[src/rtl/i2s_pkg.sv]
// Shared constants, FSM state encoding and config check for the I2S/TDM receiver.
package i2s_pkg;

  localparam int unsigned MAX_WORD = 32;
  localparam int unsigned MAX_TDM  = 16;
  localparam int unsigned MIN_WW   = 16;
  localparam int unsigned MAX_WW   = 32;
  localparam int unsigned MIN_SLOT = 1;

  typedef enum logic [1:0] {
    IDLE  = 2'd0,
    HUNT  = 2'd1,
    DELAY = 2'd2,
    SHIFT = 2'd3
  } state_t;

  function automatic logic cfg_ok(input logic [5:0] ww, input logic [4:0] tdm,
                                  input int unsigned max_ww, input int unsigned max_tdm);
    return (32'(ww) >= MIN_WW) && (32'(ww) <= max_ww) &&
           (32'(tdm) >= MIN_SLOT) && (32'(tdm) <= max_tdm);
  endfunction

endpackage

[src/rtl/i2s_in_sync.sv]
// Two-flop synchronizer for one async input; RISE_DET=1 outputs a one-cycle rise pulse instead of the level.
module i2s_in_sync #(
  parameter bit RISE_DET = 1'b0
) (
  input  logic mclki,
  input  logic rst_n,
  input  logic d,
  output logic q
);

  logic meta, sync;

  always_ff @(posedge mclki or negedge rst_n) begin
    if (!rst_n) begin
      meta <= 1'b0;
      sync <= 1'b0;
    end else begin
      meta <= d;
      sync <= meta;
    end
  end

  if (RISE_DET) begin : g_rise
    logic sync_d;
    always_ff @(posedge mclki or negedge rst_n) begin
      if (!rst_n) sync_d <= 1'b0;
      else        sync_d <= sync;
    end
    assign q = sync & ~sync_d;
  end else begin : g_level
    assign q = sync;
  end

endmodule

[src/rtl/i2s_tdm_rx.sv]
// I2S/TDM slave receiver: deserializes MSB-first slot words onto a valid/ready stream.
// Optional frame length status counter enabled by defining I2S_RX_STATUS_EN.
module i2s_tdm_rx #(
  parameter int unsigned MAX_WORD = i2s_pkg::MAX_WORD,
  parameter int unsigned MAX_TDM  = i2s_pkg::MAX_TDM
) (
  input  logic                        mclki,
  input  logic                        rst_n,
  input  logic                        enable,
  input  logic                        bclk,
  input  logic                        lrck,
  input  logic                        sdin,
  input  logic [5:0]                  word_width,
  input  logic [4:0]                  tdm_num,
  input  logic                        data_delay,
  output logic [MAX_WORD-1:0]         m_tdata,
  output logic [$clog2(MAX_TDM)-1:0]  m_tslot,
  output logic                        m_tlast,
  output logic                        m_tvalid,
  input  logic                        m_tready,
  output logic                        overflow,
  output logic                        frame_err,
  output logic [9:0]                  frame_bclks
);
  import i2s_pkg::*;

  localparam int unsigned SW = $clog2(MAX_TDM);

  logic bclk_rise, lrck_now, sd_now, lrck_s, fs;
  state_t state_q, state_d;
  logic [5:0] bit_q, bit_d, ww_q, ww_d;
  logic [4:0] slot_q, slot_d, tdm_q, tdm_d;
  logic [MAX_WORD-1:0] sh_q, sh_d, sh_in;
  logic done, err_set, last_bit, word_end;

  i2s_in_sync #(.RISE_DET(1'b1)) u_bclk (.mclki(mclki), .rst_n(rst_n), .d(bclk), .q(bclk_rise));
  i2s_in_sync #(.RISE_DET(1'b0)) u_lrck (.mclki(mclki), .rst_n(rst_n), .d(lrck), .q(lrck_now));
  i2s_in_sync #(.RISE_DET(1'b0)) u_sdin (.mclki(mclki), .rst_n(rst_n), .d(sdin), .q(sd_now));

  assign fs       = bclk_rise & lrck_now & ~lrck_s;
  assign sh_in    = (bit_q == '0) ? MAX_WORD'(sd_now) : {sh_q[MAX_WORD-2:0], sd_now};
  assign word_end = (bit_q == ww_q - 6'd1);
  assign last_bit = (state_q == SHIFT) && word_end && (slot_q == tdm_q - 5'd1);

  always_ff @(posedge mclki or negedge rst_n) begin
    if (!rst_n) begin
      state_q <= IDLE;
      bit_q   <= '0;
      slot_q  <= '0;
      sh_q    <= '0;
      ww_q    <= '0;
      tdm_q   <= '0;
      lrck_s  <= 1'b0;
    end else begin
      state_q <= state_d;
      bit_q   <= bit_d;
      slot_q  <= slot_d;
      sh_q    <= sh_d;
      ww_q    <= ww_d;
      tdm_q   <= tdm_d;
      if (bclk_rise) lrck_s <= lrck_now;
    end
  end

  always_comb begin
    state_d = state_q;
    bit_d   = bit_q;
    slot_d  = slot_q;
    sh_d    = sh_q;
    ww_d    = ww_q;
    tdm_d   = tdm_q;
    done    = 1'b0;
    err_set = 1'b0;
    if (!enable) begin
      state_d = IDLE;
    end else if (state_q == IDLE) begin
      state_d = HUNT;
    end else if (bclk_rise) begin
      if (state_q == SHIFT) begin
        sh_d = sh_in;
        if (word_end) begin
          done   = 1'b1;
          bit_d  = '0;
          slot_d = slot_q + 5'd1;
          if (slot_q == tdm_q - 5'd1) state_d = HUNT;
        end else begin
          bit_d = bit_q + 6'd1;
        end
      end else if (state_q == DELAY) begin
        sh_d    = MAX_WORD'(sd_now);
        bit_d   = 6'd1;
        state_d = SHIFT;
      end
      if (fs) begin
        // A sync coinciding with the final LSB is the normal back-to-back I2S case, not an error.
        if ((state_q == SHIFT || state_q == DELAY) && !last_bit) begin
          err_set = 1'b1;
          done    = 1'b0;
        end
        ww_d   = word_width;
        tdm_d  = tdm_num;
        slot_d = '0;
        if (!cfg_ok(word_width, tdm_num, (MAX_WW < MAX_WORD) ? MAX_WW : MAX_WORD, MAX_TDM)) begin
          state_d = HUNT;
        end else if (data_delay) begin
          state_d = DELAY;
          bit_d   = '0;
        end else begin
          state_d = SHIFT;
          sh_d    = MAX_WORD'(sd_now);
          bit_d   = 6'd1;
        end
      end
    end
  end

  always_ff @(posedge mclki or negedge rst_n) begin
    if (!rst_n) begin
      m_tvalid  <= 1'b0;
      m_tdata   <= '0;
      m_tslot   <= '0;
      m_tlast   <= 1'b0;
      overflow  <= 1'b0;
      frame_err <= 1'b0;
    end else if (!enable) begin
      m_tvalid  <= 1'b0;
      overflow  <= 1'b0;
      frame_err <= 1'b0;
    end else begin
      if (err_set) frame_err <= 1'b1;
      if (done) begin
        if (!m_tvalid || m_tready) begin
          m_tvalid <= 1'b1;
          m_tdata  <= sh_in;
          m_tslot  <= slot_q[SW-1:0];
          m_tlast  <= (slot_q == tdm_q - 5'd1);
        end else begin
          overflow <= 1'b1;
        end
      end else if (m_tready) begin
        m_tvalid <= 1'b0;
      end
    end
  end

`ifdef I2S_RX_STATUS_EN
  logic [9:0] fb_cnt, fb_q;

  always_ff @(posedge mclki or negedge rst_n) begin
    if (!rst_n) begin
      fb_cnt <= '0;
      fb_q   <= '0;
    end else if (bclk_rise) begin
      if (fs) begin
        fb_q   <= (fb_cnt == '1) ? '1 : fb_cnt + 10'd1;
        fb_cnt <= '0;
      end else if (fb_cnt != '1) begin
        fb_cnt <= fb_cnt + 10'd1;
      end
    end
  end

  assign frame_bclks = fb_q;
`else
  assign frame_bclks = '0;
`endif

endmodule

[config.mk]
export PLATFORM = sky130hd
export DESIGN_NAME = i2s_tdm_rx
export DESIGN_NICKNAME = d
export VERILOG_FILES = /design/src/rtl/i2s_pkg.sv /design/src/rtl/i2s_in_sync.sv /design/src/rtl/i2s_tdm_rx.sv
export SDC_FILE = /design/constraint.sdc
export NUM_CORES = 1
export LEC_CHECK = 0
export BUFFER_PORTS_ARGS = -buffer_cell sky130_fd_sc_hd__buf_4
export CAP_MARGIN = 30
export CORE_MARGIN = 3
export CORE_UTILIZATION = 55
export CTS_CLUSTER_SIZE = 30
export DETAILED_ROUTE_END_ITERATION = 10
export PLACE_DENSITY = 0.88
export SETUP_SLACK_MARGIN = 0.4
export SLEW_MARGIN = 20
export SYNTH_ARGS = -nofsm -noshare
export SYNTH_HDL_FRONTEND = slang
export SYNTH_SLANG_ARGS = --single-unit
[constraint.sdc]
create_clock -name mclki -period 3 [get_ports mclki]
set_clock_uncertainty 0.05 [all_clocks]
set_input_delay 0.45 -clock mclki [delete_from_list [all_inputs] [get_ports mclki]]
set_output_delay 0.45 -clock mclki [all_outputs]
set_load 0.03 [all_outputs]
After elaboration in Yosys (flattened, before gate mapping)

Index checks and enable logic that the tools add are counted.

Add/sub/neg operators: 4
Mux-type cells: 46
Equality and inequality tests: 13
$lt $le $gt $ge: 4
Bitwise gates (word level): 6
Reduce and logical (&&, ||, !) cells: 21

Operator list:

| kind                                                  | number |
|---|---|
| 2-to-1 mux 32 bit                                     | 6 |
| 2-to-1 mux 6 bit                                      | 5 |
| 2-to-1 mux 1 bit                                      | 23 |
| 2-to-1 mux 2 bit                                      | 9 |
| 2-to-1 mux 5 bit                                      | 3 |
| inequality test 5 bit, second input constant          | 2 |
| AND reduction 4 bit                                   | 2 |
| adder 6 x 1 -> 6 bit, second input constant           | 1 |
| == test 6 bit                                         | 1 |
| >= comparator 6 x 5 -> 1 bit, second input constant   | 1 |
| <= comparator 6 bit, second input constant            | 1 |
| logical AND 1 bit                                     | 6 |
| zero test 6 bit                                       | 1 |
| inequality test 3 x 1 -> 1 bit, second input constant | 2 |
| AND reduction 3 bit                                   | 2 |
| subtractor 6 x 1 -> 6 bit, second input constant      | 1 |
| adder 5 x 1 -> 5 bit, second input constant           | 1 |
| == test 5 bit                                         | 1 |
| >= comparator 5 x 1 -> 1 bit, second input constant   | 1 |
| <= comparator 5 bit, second input constant            | 1 |
| inequality test 5 x 1 -> 1 bit, second input constant | 1 |
| AND reduction 5 bit                                   | 1 |
| subtractor 5 x 1 -> 5 bit, second input constant      | 1 |
| == test 2 bit, second input constant                  | 2 |
| 10 further kinds                                      | 19 |

Logic and storage cells: 114
Register bits after elaboration: 104
Output and inout port bits: 50

Longest topological paths before layout

Gate-level depths: netlist of the first run.

Depth after elaboration: 13
Depth in mapped cells: 10
Gate-level depth less buffers: 8

Cells and area by module

From an unflattened synthesis of the first run, not the netlist that was laid out.

Cell total of the unflattened synthesis: 439
Area, all modules: 4779.6 um2

By module, submodules not included:

| module                    | area each (um2) | cells each | instances | sequential area each (um2) |
|---|---|---|---|---|
| i2s_tdm_rx                | 4590.7          | 431        | 1         | 2402.3 |
| i2s_in_sync at u_lrck ... | 50.0            | 2          | 2         | 50.0 |
| i2s_in_sync at u_bclk     | 88.8            | 4          | 1         | 75.1 |

Least setup slack after synthesis of the first run

Ideal clock, no wire load.

Path type: register -> register
Start point: register tdm_q[0]
End point: register m_tdata[0]
Data arrival time: 1.996 ns
Library setup time: 0.125 ns
Cell stages (with the launch flop): 9
Data required time: 2.825 ns
Path buffers: 1
Path slack: 0.829 ns
Cells stage by stage: dfrtp_1 -> inv_1 -> ha_1 -> nand2b_1 -> a21boi_0 -> o311a_1 -> o2111ai_2 -> buf_2 -> mux2_2

Longest elaborated chain between the ends: 11

Ends and longest elaborated chain:

| what                                 | line              | source |
|---|---|---|
| start, declared                      | i2s_tdm_rx.sv:32  | `logic [4:0] slot_q, slot_d, tdm_q, tdm_d;` |
| start signal, assigned               | i2s_tdm_rx.sv:60  | `tdm_q <= tdm_d;` |
| subtractor 5 x 1 -> 5 bit            | i2s_tdm_rx.sv:43  | `assign last_bit = (state_q == SHIFT) && word_end && (slot_q == tdm_q - 5'd1);` |
| == test 5 bit                        | i2s_tdm_rx.sv:43  |  |
| logical AND 1 bit                    | i2s_tdm_rx.sv:43  |  |
| zero test 1 bit                      | i2s_tdm_rx.sv:96  | `if ((state_q == SHIFT \|\| state_q == DELAY) && !last_bit) begin` |
| logical AND 1 bit                    | i2s_tdm_rx.sv:96  |  |
| 2-to-1 mux 1 bit                     | i2s_tdm_rx.sv:96  |  |
| 2-to-1 mux 1 bit                     | i2s_tdm_rx.sv:94  | `if (fs) begin` |
| 2-to-1 mux 1 bit                     | i2s_tdm_rx.sv:78  | `end else if (bclk_rise) begin` |
| 2-to-1 mux 1 bit                     | i2s_tdm_rx.sv:76  | `end else if (state_q == IDLE) begin` |
| 2-to-1 mux 1 bit                     | i2s_tdm_rx.sv:74  | `if (!enable) begin` |
| AND reduction 3 bit (no source line) | -                 |  |
| end signal, assigned                 | i2s_tdm_rx.sv:134 | `m_tdata <= sh_in;` |
| end, declared                        | i2s_tdm_rx.sv:16  | `output logic [MAX_WORD-1:0] m_tdata,` |

Every way passes these cells.
A chain may end at the register's enable or synchronous reset.

Worst setup path in the final report of the first run

Start point: register ww_q[0]
End point: register slot_q[0]

Longest elaborated chain between the ends: 4

Ends and longest elaborated chain:

| what                                 | line             | source |
|---|---|---|
| start, declared                      | i2s_tdm_rx.sv:31 | `logic [5:0] bit_q, bit_d, ww_q, ww_d;` |
| start signal, assigned               | i2s_tdm_rx.sv:59 | `ww_q <= ww_d;` |
| subtractor 6 x 1 -> 6 bit            | i2s_tdm_rx.sv:42 | `assign word_end = (bit_q == ww_q - 6'd1);` |
| == test 6 bit                        | i2s_tdm_rx.sv:42 |  |
| nonzero test 2 bit (no source line)  | -                |  |
| AND reduction 5 bit (no source line) | -                |  |
| end signal, assigned                 | i2s_tdm_rx.sv:57 | `slot_q <= slot_d;` |
| end, declared                        | i2s_tdm_rx.sv:32 |  |

Every way passes these cells.

==> results of run 1 <==
placed cells by master (no fill, tap or decap), types with 3 or more instances in the layout:
cell	synthesis	routed
clkbuf_8	0	9
nand2_1	80	80
nor2_1	7	7
a211oi_1	3	3
inv_8	0	3
nor3_1	4	4
xnor2_1	9	9
nand2b_1	5	5
ha_1	8	8
mux2_2	18	18
and2_1	3	3
nand3b_1	4	4
nand4_1	3	3
a22o_1	31	31
a21oi_1	6	6
o21ai_0	40	40
conb_1	1	10
xor2_1	6	6
mux2i_1	3	3
nand3_1	5	5
inv_1	13	13
dfrtp_1	103	103
buf_4	10	63
nor2b_1	3	3
cell type report:
type,instances,area share [%]
flip-flops and latches,103,47.9
multi-input cells,288,35.2
repair buffers,66,9.58
well taps,102,2.37
clock buffers,9,2.30
clock inverters,7,1.79
inverters,13,0.907
state kept, by name, summed over array words and instances, names as in the netlist, 2 cells and up:
| signal | count |
|---|---|
| bit_q | 6 |
| m_tdata | 32 |
| tdm_q | 5 |
| sh_q | 31 |
| ww_q | 6 |
| state_q | 2 |
| m_tslot | 4 |
| slot_q | 5 |
worst min-delay path by stage:
stage / from / to / slack [ns] / cells after the start
floorplan: rst_n / bit_q[0] / 0.10 / 0
global placement: u_sdin.meta / u_sdin.q / 0.28 / 0
detailed placement: u_lrck.meta / u_lrck.q / 0.29 / 0
CTS: rst_n / slot_q[3] / 0.01 / 1
global route: rst_n / slot_q[3] / 0.03 / 1
finish: rst_n / tdm_q[0] / 0.009 / 1
cells by family after synthesis:
family | after synthesis | share of synthesized area, %
simple gates | 132 | 13.7
flops | 103 | 55.5
compound gates | 101 | 15.5
buf+inv | 43 | 4.93
mux | 22 | 5.25
xor+xnor | 15 | 2.83
fa+ha+maj | 8 | 2.16
other cells | 1 | 0.0808
power breakdown:
| part | internal, uW | total [uW] | switching (uW) |
|---|---|---|---|
| sequential | 1520 | 1670 | 154 |
| combinational | 391 | 866 | 475 |
| clock | 413 | 931 | 518 |
| total | 2320 | 3470 | 1150 |
routing by layer:
layer	share of wire, %	wire length, um
met3	4.1	374
met5	0	0
met4	1.6	147
met1	45	4070
met2	50	4540
per-stage QoR:
step	power, uW	worst slack [ns]	instance area [um^2]	utilization [%]
finish	3470	0.562	5380	67.6
global route	3670	0.445	5380	67.6
floorplan	2310	0.829	4680	-
CTS	3470	0.503	5370	67.4
detailed placement	2530	0.338	5150	64.7
global placement	2470	0.191	5140	64.5
==> impl_metrics.json, run 1 <==
{
  "path_clk_slew_ns": 0.11,
  "worstRegToRegCells": 8,
  "grt_pass1_vias": 3368,
  "worst-path-buf-inv": 1,
  "fin_worst_hold_slack_ns": 0.00909,
  "synth_edf_count": 0,
  "peakVddDrop_mv": 0.305,
  "wire_per_inst_um": 15.5,
  "synth-main-ff-cell": "dfrtp_1",
  "multi_input_area_um2": 1890,
  "max_stage_delay_ns": 0.48,
  "firstDrtPassIters": 5,
  "synthCells": 425,
  "worstSetupStartpointType": "register",
  "period_share_pct": 81.3,
  "cp_data_required_time_ns": 3.21,
  "ctsResizeCount": 0,
  "clockBufferDepth": 2,
  "grt_max_degree": 63,
  "final_cells": 588,
  "critPathSlowestCell": "nor4b_1",
  "use_met3_pct": 4.21,
  "path_class": "reg2reg",
  "syn_area_um2": 4640,
  "areaGrowthSynthToFinish_pct": 15.9,
  "fmax_mhz": 410,
  "hpwlAfterDp_mm": 6.35,
  "grtUsageMet1_pct": 26.1,
  "cts_hold_buf": 0,
  "dp.cells": 572,
  "worstPathCellList": "inv_1, ha_1, xnor2_1, nor2_1, nor4b_1, and2_1, o21ai_0, mux2_2",
  "coreArea_um2": 7970,
  "seq_area_um2": 2580,
  "die_w_um": 97.9,
  "overflow": 0,
  "wl_mm": 9.13,
  "syn_avg_cell_area_um2": 10.9,
  "synth_area_leaders": "dfrtp_1 (56%), nand2_1 (6.5%), a22o_1 (5.8%)",
  "r2r-end": "slot_q[0]",
  "hold_violations": 0,
  "die_y_um": 97.9,
  "period_needed_ns": 2.44,
  "post_drt_via_cell_ratio": 5.66,
  "busiest_layer": "met2",
  "yosys_warnings": 0,
  "crit_path_start": "ww_q[0]",
  "gr-usage-met2_pct": 32.3,
  "drtIter0Drc": 145,
  "ys_types": 57,
  "maxCapViolCount": 0,
  "drc_errors": 0,
  "die_area_um2": 9580,
  "slew_violations": 0,
  "power.leakage_uw": 0.00253,
  "synth_most_common_cell": "dfrtp_1",
  "cts_sinks": 103,
  "gp_congestion": 0.964,
  "cts_setup_buffers": 0,
  "cp_num_cells": 8,
  "critPathArrivalTime_ns": 2.65,
  "yosys-top-cells-count": "dfrtp_1 (103), nand2_1 (80), o21ai_0 (40), a22o_1 (31), mux2_2 (18)",
  "ant_nets": 0,
  "htree_num_levels": 3,
  "ys_ff_latch": 103,
  "maxSlewHeadroom_pct": 54.0,
  "cp_top_family": "simple AND/OR/NAND/NOR gates",
  "outcome": "finished, final reports clean",
  "clock_tree.root_cell": "clkbuf_8",
  "rrSetupSlack_ns": 0.56,
  "clock_latency_ns": 0.36,
  "crit_end": "slot_q[0]",
  "synth_top_cell_area_share_pct": 55.5,
  "final_nets": 508,
  "r2r-start": "ww_q[0]",
  "n_fill_cell": 579,
  "max_slew.worst_pin.slew_ns": 0.689,
  "vias": 3330,
  "ios": 69,
  "crit_path_end_kind": "register",
  "drive_above_1_share_pct": 22.6,
  "setup_viol": 0,
  "tritoncts": "done",
  "fin_tns_setup_ns": 0,
  "seq_area_frac_synth_pct": 55.5,
  "synth_top_area_cell": "dfrtp_1",
  "start_util_pct": 58.3,
  "antenna_found_initial": 0,
  "num_antenna_cells": 0,
  "power_density_nw_per_um2": 644,
  "row_count": 32,
  "grt_usage_pct": 19.8,
  "hp-class": "in2async",
  "rsz0062_at_grt": "no",
  "async_flop_share_pct": 100,
  "io_buffers": 58,
  "worstPathMaxFanout": 5,
  "cts_inserted_buffers": 9,
  "grt_pass1_wl_mm": 15.6
}
Power figures use the tool's default switching activity.
==> run 2: changes to the inputs <==
- CORE_UTILIZATION: 55 -> 51
- PLACE_DENSITY: 0.88 -> 0.86
- clock period: 3 -> 2.23 ns (I/O delays scaled with it)
==> run 2 against run 1 <==
Net effect:
- die area grew 7.4%
- global-route usage grew 2.3 points
- highest routed layer unchanged
- worst hold slack gained 0.0094 ns
- combinational power grew to 2.5 times the previous value
- power grew 63%
- wire length grew 57%
- largest power group unchanged
- the run now ends with setup timing left
- sequential cell count is the same
- final area grew 18%
- maximum frequency grew 3.9%
==> impl_metrics.json, run 2 (synthesized netlist as in run 1, its figures left out) <==
{
  "final_common_cell": "dfrtp_1",
  "violations": "setup timing",
  "cp_data_required_time_ns": 2.45,
  "areaGrowthSynthToFinish_pct": 37.0,
  "fmax_mhz": 426,
  "path_class": "reg2reg",
  "clock_latency_ns": 0.39,
  "maxSlewHeadroom_pct": 59.6,
  "critPathArrivalTime_ns": 2.57,
  "rsz0062_at_grt": "yes",
  "wire_per_inst_um": 22.5,
  "cp_top_family": "simple AND/OR/NAND/NOR gates",
  "slew_violations": 0,
  "largest_register_ffs": 32,
  "reg.largest.list": "m_tdata x32, sh_q x31",
  "p_switching_uw": 2130,
  "post_drt_via_cell_ratio": 6.34,
  "antenna_found_initial": 0,
  "grt_max_degree": 35,
  "cts_sinks": 103,
  "overflow": 0,
  "final_nets": 552,
  "fin_tns_setup_ns": -2.72,
  "cts_inserted_buffers": 9,
  "vias": 4048,
  "io_buffers": 58,
  "maxCapViolCount": 0,
  "dpl_cell_area_um2": 5380,
  "ios": 69,
  "wl_mm": 14.3,
  "tritoncts": "done",
  "drive_above_1_share_pct": 42.8,
  "grt_usage_pct": 22.0,
  "place_ws_ns": -0.0927,
  "worstSetupStartpointType": "register",
  "stdcell_area_um2": 6360,
  "max_stage_delay_ns": 0.39,
  "coreArea_um2": 8760,
  "htree_num_levels": 3,
  "max_slew.worst_pin.slew_ns": 0.597,
  "power.leakage_uw": 0.00292,
  "die_y_um": 101,
  "worst-path-buf-inv": 4,
  "hp-class": "in2reg",
  "setup_slack_ns": -0.117,
  "path_clk_slew_ns": 0.11,
  "setup_viol": 34,
  "drc_errors": 0,
  "p_sw_share_pct": 37.6,
  "regMostFlops": "m_tdata",
  "die_w_um": 101,
  "pwr-share-comb_pct": 38.4,
  "num_antenna_cells": 0,
  "worstPathMaxFanout": 6,
  "hpwlAfterDp_mm": 7.17,
  "period_needed_ns": 2.35,
  "grt_pass1_vias": 3667,
  "die_area_um2": 10300,
  "layout_common_cells": "dfrtp_1 (100), buf_4 (79), nand2_1 (59), a22o_1 (31)",
  "row_count": 34,
  "period_share_pct": 105,
  "p_clk_share_pct": 20.7,
  "critPathSlowestCell": "dfrtp_1",
  "outcome": "finished, violations left",
  "clock_tree.root_cell": "clkbuf_8",
  "seqPwrFrac_pct": 40.9,
  "p_int_uw": 3520,
  "gp_congestion": 0.877,
  "cp_common_cell": "nand2_1",
  "ant_nets": 0,
  "crit_path_end_kind": "register",
  "hold_violations": 0,
  "worstPathCellList": "inv_1, ha_1, and4bb_2, nand2_1, nor2_2, o2111ai_4, buf_12, buf_8, clkbuf_16, nand2_1, o21ai_2",
  "firstDrtPassIters": 6,
  "drtIter0Drc": 476,
  "grt_pass1_wl_mm": 17.9,
  "power_density_nw_per_um2": 888,
  "peakVddDrop_mv": 0.488,
  "fin_worst_hold_slack_ns": 0.0185,
  "clockBufferDepth": 2,
  "start_util_pct": 53.0
}
## run 2: per-layer routing
layer / vias up / global-route usage, % / routed length (um)
met5: - / 0 / 0
met4: 0 / 11.0 / 919
met3: 93 / 3.17 / 1230
met2: 282 / 37.3 / 7010
met1: 1995 / 27.6 / 5180
li1: 1678 / - / -
## run 2: layout make-up
cell class | instances | area, um^2
multi-input cells | 288 | 2300
clock buffers | 9 | 124
well taps | 108 | 135
flip-flops and latches | 103 | 2580
inverters | 13 | 48.8
fillers | 486 | 2400
clock inverters | 7 | 77.6
repair buffers | 110 | 1100
## run 2: per-stage QoR
stage | std cells | utilization, % | total power (uW)
final | 638 | 72.6 | 5650
after global routing | 638 | 72.6 | 5840
after CTS | 626 | 67.6 | 5080
after detailed placement | 590 | 61.4 | 3690
after global placement | 590 | 61.4 | 3580
after floorplan | 434 | - | 3270
## run 2: worst paths after layout
| path | startpoint | end | slack (ns) | cells after the start |
|---|---|---|---|---|
| min | sdin | u_sdin.meta | 0.02 | 1 |
| max | state_q[0] | m_tdata[2] | -0.12 | 11 |
| min in group asynchronous | rst_n | m_tdata[18] | 0.36 | 2 |
| max reg2reg | state_q[0] | m_tdata[2] | -0.12 | 11 |
| min reg2reg | u_lrck.meta | u_lrck.q | 0.31 | 0 |
| max in group asynchronous | rst_n | ww_q[2] | 1.11 | 3 |
## run 2: timing repair
item                       4_1_cts  5_1_grt
hold endpoints to repair        31        0
hold buffers                     1        0
setup buffers                   16        7
pin swaps                       16       20
gates resized for setup         50       77
setup endpoints to repair       82       94
gates cloned                     3        5
## run 2: power by group through the flow
stage	combinational (uW)	sequential (uW)	clock [uW]
2_1_floorplan	1040	2230	0
3_3_place_gp	1340	2250	0
3_5_place_dp	1430	2260	0
4_1_cts	1690	2230	1160
5_1_grt	2290	2320	1230
6_report	2170	2310	1170
